File: config.mk
export PLATFORM = sky130hd
export DESIGN_NAME = l0_loader
export DESIGN_NICKNAME = d
export VERILOG_FILES = /design/src/rtl/l0_loader.sv
export SDC_FILE = /design/constraint.sdc
export NUM_CORES = 1
export LEC_CHECK = 0
export BUFFER_PORTS_ARGS = -buffer_cell sky130_fd_sc_hd__clkbuf_2
export CELL_PAD_IN_SITES_DETAIL_PLACEMENT = 0
export CELL_PAD_IN_SITES_GLOBAL_PLACEMENT = 1
export CORE_ASPECT_RATIO = 1.4
export CORE_UTILIZATION = 35
export CTS_CLUSTER_SIZE = 25
export DETAILED_ROUTE_END_ITERATION = 6
export PLACE_DENSITY_LB_ADDON = 0.08
export SETUP_SLACK_MARGIN = 0.05
export SLEW_MARGIN = 20
export SYNTH_ARGS = -nofsm -noshare
export SYNTH_HDL_FRONTEND = slang
export SYNTH_SLANG_ARGS = --single-unit
File: constraint.sdc
create_clock -name clk -period 2.5 [get_ports clk]
set_input_delay 0 -clock clk [delete_from_list [all_inputs] [get_ports clk]]
set_output_delay 0 -clock clk [all_outputs]
set_load 0.1 [all_outputs]
File: src/rtl/l0_loader.sv
// L0 input-buffer loader: streams SRAM row-vectors into L0 through a 2-entry skid, then drains L0.
// Optional L0_LOADER_ERR_EN adds a sticky err output that rejects zero/oversized jobs.
module l0_loader #(
  parameter int row    = 8,
  parameter int bw     = 4,
  parameter int depth  = 64,
  parameter int addr_w = 11
) (
  input  logic                clk,
  input  logic                reset,
  input  logic                start,
  input  logic [addr_w-1:0]   base_addr,
  input  logic [6:0]          num_vec,
  input  logic                mode_in,
  output logic                sram_cen,
  output logic [addr_w-1:0]   sram_addr,
  input  logic [row*bw-1:0]   sram_data,
  output logic [row*bw-1:0]   l0_in,
  output logic                l0_wr,
  input  logic                l0_o_ready,
  output logic                l0_rd,
  output logic                l0_mode,
  output logic                busy,
  output logic                done
`ifdef L0_LOADER_ERR_EN
  ,
  output logic                err
`endif
);

  localparam int W = row * bw;

  typedef enum logic [2:0] {S_IDLE, S_LOAD, S_FLUSH, S_DRAIN, S_TAIL, S_DONE} state_t;

  state_t              state, state_nxt;
  logic [6:0]          nv, nv_clip, cnt, cnt_nxt;
  logic [addr_w-1:0]   base;
  logic                mode;
  logic                inflight;
  logic [1:0]          occ;
  logic [1:0][W-1:0]   skid;
  logic                wp, rp;
  logic                issue, pop, push, accept, tail_last;
  logic [2:0]          outst;
`ifdef L0_LOADER_ERR_EN
  logic                err_set, err_clr;
`endif

  assign nv_clip   = (int'(num_vec) > depth) ? 7'(depth) : num_vec;
  assign pop       = (occ != 2'd0) && l0_o_ready;
  assign push      = inflight;
  // Entries that will still occupy the skid next cycle if nothing new is issued.
  assign outst     = 3'(occ) + 3'(inflight) - 3'(pop);
  assign tail_last = mode ? (cnt == 7'(row - 1)) : 1'b1;

  assign l0_wr     = pop;
  assign l0_in     = skid[rp];
  assign l0_rd     = (state == S_DRAIN);
  assign l0_mode   = mode;
  assign busy      = (state != S_IDLE);
  assign done      = (state == S_DONE);
  assign sram_cen  = ~issue;
  assign sram_addr = base + addr_w'(cnt);

  always_ff @(posedge clk or negedge reset) begin
    if (!reset) state <= S_IDLE;
    else        state <= state_nxt;
  end

  always_comb begin
    state_nxt = state;
    cnt_nxt   = cnt;
    issue     = 1'b0;
    accept    = 1'b0;
`ifdef L0_LOADER_ERR_EN
    err_set   = 1'b0;
    err_clr   = 1'b0;
`endif
    case (state)
      S_IDLE: begin
        cnt_nxt = 7'd0;
        if (start) begin
`ifdef L0_LOADER_ERR_EN
          if (num_vec == 7'd0 || int'(num_vec) > depth) begin
            err_set = 1'b1;
          end else begin
            accept    = 1'b1;
            err_clr   = 1'b1;
            state_nxt = S_LOAD;
          end
`else
          accept    = 1'b1;
          state_nxt = (num_vec == 7'd0) ? S_DONE : S_LOAD;
`endif
        end
      end
      S_LOAD: begin
        if (outst < 3'd2) begin
          issue = 1'b1;
          if (cnt == nv - 7'd1) begin
            state_nxt = S_FLUSH;
            cnt_nxt   = 7'd0;
          end else begin
            cnt_nxt = cnt + 7'd1;
          end
        end
      end
      S_FLUSH: if (!inflight && occ == 2'd0) state_nxt = S_DRAIN;
      S_DRAIN: begin
        if (cnt == nv - 7'd1) begin
          state_nxt = S_TAIL;
          cnt_nxt   = 7'd0;
        end else begin
          cnt_nxt = cnt + 7'd1;
        end
      end
      S_TAIL: begin
        if (tail_last) begin
          state_nxt = S_DONE;
          cnt_nxt   = 7'd0;
        end else begin
          cnt_nxt = cnt + 7'd1;
        end
      end
      S_DONE:  state_nxt = S_IDLE;
      default: state_nxt = S_IDLE;
    endcase
  end

  always_ff @(posedge clk or negedge reset) begin
    if (!reset) begin
      cnt      <= '0;
      nv       <= '0;
      base     <= '0;
      mode     <= 1'b0;
      inflight <= 1'b0;
      occ      <= '0;
      skid     <= '0;
      wp       <= 1'b0;
      rp       <= 1'b0;
    end else begin
      cnt      <= cnt_nxt;
      inflight <= issue;
      if (accept) begin
        base <= base_addr;
        nv   <= nv_clip;
        mode <= mode_in;
      end
      // SRAM word lands in the skid the cycle after its read was issued.
      if (push) begin
        skid[wp] <= sram_data;
        wp       <= ~wp;
      end
      if (pop) rp <= ~rp;
      occ <= occ + 2'(push) - 2'(pop);
    end
  end

`ifdef L0_LOADER_ERR_EN
  always_ff @(posedge clk or negedge reset) begin
    if (!reset)       err <= 1'b0;
    else if (err_set) err <= 1'b1;
    else if (err_clr) err <= 1'b0;
  end
`endif

endmodule
==> metrics.yaml <==
status: "finished with violations"
violations: "negative setup slack"
cts_made_buffers: 9
clk_pin_slew_worst_paths_ps: 70
grt_util_met1_pct: 18.1
crit_family: "adder cells"
die_w_um: 101
drt_first_iter_violations: 55
rows: 50
rsz0062_at_grt: "true"
drt-total-wl_um: 11100
drc: 0
fin_nets: 635
wl_per_cell_um: 14.7
max_freq_mhz: 396
grt_pass1_vias: 3790
area_growth_pct: 42.3
reg2reg_depth: 10
gp_congestion: 0.795
critPathLaunchType: "register"
gr-total-overflow: 0
syn_area_per_cell_um2: 12.2
ant_nets: 0
io_buffers: 103
critPathSlowestCell: "fa_2"
pre_cts_slack_ps: -79.6
grt_use_met2_pct: 30.1
start_util_pct: 36.0
grt_usage_pct: 16.1
clockBufferDepth: 2
r2r-start: "occ[1]$_DFF_PN0_"
max_stage_delay_ps: 560
synth_top_area_cell: "dfrtp_1"
antenna_found_initial: 0
ys_warn_count: 0
cp_data_arrival_time_ps: 2740
worstReg2RegEnd: "cnt[2]$_DFFE_PN0P_"
worst_slack_ps: -27.4
vias: 3643
dpl.hpwl_um: 7610
holdCritStartpoint: "l0_o_ready"
cts_tree: "done"
setup_violations: 2
root_buffer: "clkbuf_16"
synth_cell_types: 42
max_cap_violations: 0
ioPinCount: 104
grt_util_met3_pct: 2.73
slew_headroom_pct: 57.9
synthArstFlopShare_pct: 100
diodes: 0
synth.net_count: 466
cp.depth: 10
hold_violations: 0
postSynthCellCount: 398
critical_path_required_ps: 2710
path_common_cell: "ha_4"
yosysSeqAreaShare_pct: 50.7
drive_gt1_share_pct: 48.6
synthFlopType: "dfrtp_1"
clock_latency_ps: 340
r2r_slack_ps: -30
global_route.peak_usage_layer: "met2"
numClockSinks: 98
grt_max_degree: 54
core_area_um2: 13500
worstMarginPinSlew_ps: 632
end_kind: "register"
ys_ff_latch: 98
synth_area_um2: 4840
path_class: "register to register"
hold_class: "input port to register"
detail_route.first_pass.iterations: 4
grt_pass1_wl_um: 17900
cp_cell_sequence: "o21a_4 -> ha_4 -> inv_2 -> ha_4 -> fa_2 -> nor2_2 -> o21a_1 -> or2_4 -> a31oi_1 -> o21ai_1"
slew_viol_final: 0
hold_depth: 4
dpl_cell_area_um2: 5930
worstSetupStartpoint: "occ[1]$_DFF_PN0_"
synthTopCellsByArea: "dfrtp_1, mux2_2, ha_1"
yosysTopAreaCellShare_pct: 50.7
worstPathMaxFanout: 5
die_h_um: 141
min_to: "rp$_DFFE_PN0P_"
stdcell_area_um2: 6890
synth-edff-count: 0
cts_max_level: 3
crit_buf_inv: 1
min_period_ps: 2530
dieArea_um2: 14300
fin_skew_ps: 5.65
vias_per_cell: 4.83
fin_crit_sh_pct: 101
## layout make-up
cell class / count / area (um^2)
clock buffers: 11 / 243
clock inverters: 5 / 61.3
fillers: 1252 / 6560
inverters: 22 / 82.6
multi-input cells: 262 / 2510
flip-flops and latches: 98 / 2450
well taps: 182 / 228
repair buffers: 174 / 1310
## cells in the mapped netlist (3+ instances only)
cell / count
mux2_2: 106
dfrtp_1: 98
inv_1: 22
nand2_1: 19
o21ai_0: 16
nor2_1: 15
ha_1: 11
xnor2_1: 11
clkbuf_1: 10
xor2_1: 8
a31oi_1: 7
nand3_1: 7
buf_1: 6
nand2b_1: 6
nor3_1: 6
nor2b_1: 5
a21oi_1: 4
nand4_1: 4
o21a_1: 4
mux2_1: 3
## state kept, by name, indices dropped and copies added, names as in the netlist
register  cells
wp            1
occ           2
inflight      1
base         11
state         3
cnt           7
skid         64
rp            1
nv            7
l0_mode       1
## worst reg2reg max path: stages, from the launching register on
cell,delay [ps]
dfrtp_1,400
o21a_4,230
ha_4,260
inv_2,30
ha_4,150
fa_2,560
nor2_2,60
o21a_1,220
or2_4,270
a31oi_1,150
o21ai_1,90
## metrics by stage
stage	util, %	hold slack (ps)	TNS [ps]	std cells
3_3_place_gp	44.1	63.1	0	682
3_5_place_dp	44.1	73.6	-114	682
6_report	51.2	91.9	-37.7	754
2_1_floorplan	-	-296	-2470	398
4_1_cts	50.9	85.5	-46.8	752
5_1_grt	51.2	96.7	-622	754
## per-layer routing
metal / part of all wire (%) / vias up / wire, um
li1: - / 1738 / -
met1: 42 / 1838 / 4670
met2: 55 / 59 / 6060
met3: 2.3 / 8 / 259
met4: 1.0 / 0 / 112
met5: 0 / - / 0
## logic make-up after synthesis
family	synth area share (%)
xor gates and xnor gates	3.44
DFF	50.7
muxes	25.8
buffers and inverters	3.05
and+or+nand+nor	7.78
AOI/OAI and AO/OA	5.61
adders and majority gates	3.67
## cells in the final DEF (no fill, tap or decap), types with 3 or more instances in the layout
cell           count
nor2_1            12
xor2_1             6
nor3_1             6
nand3_1            7
dfrtp_1           98
nand4_1            4
dlygate4sd3_1     52
nor2_2             3
buf_12             9
inv_1             20
mux2_1             3
xnor2_1            6
clkbuf_2          95
xnor2_4            3
o21ai_1            4
ha_1               8
o21ai_0           11
clkbuf_16          9
nand2b_1           6
mux2_2           106
buf_4             18
a31oi_1            7
nand2_1           18
## how the worst max path moves through the flow
stage               slack, ps                    to
floorplan                -450    inflight$_DFF_PN0_
global placement           20    cnt[2]$_DFFE_PN0P_
detailed placement        -80  state[2]$_DFFE_PN0P_
CTS                       -20    cnt[2]$_DFFE_PN0P_
global route             -110    cnt[4]$_DFFE_PN0P_
finish                    -30    cnt[2]$_DFFE_PN0P_
## repair_timing
item,CTS,global route
hold buffers,52,0
hold endpoints to repair,128,0
pin swaps,11,9
setup endpoints to repair,15,13
setup buffers,2,1
gates resized for setup,19,5
gates cloned,0,1
Power is not shown: default switching activity piles up to over one toggle a cycle in this logic, so the estimate is an artifact.
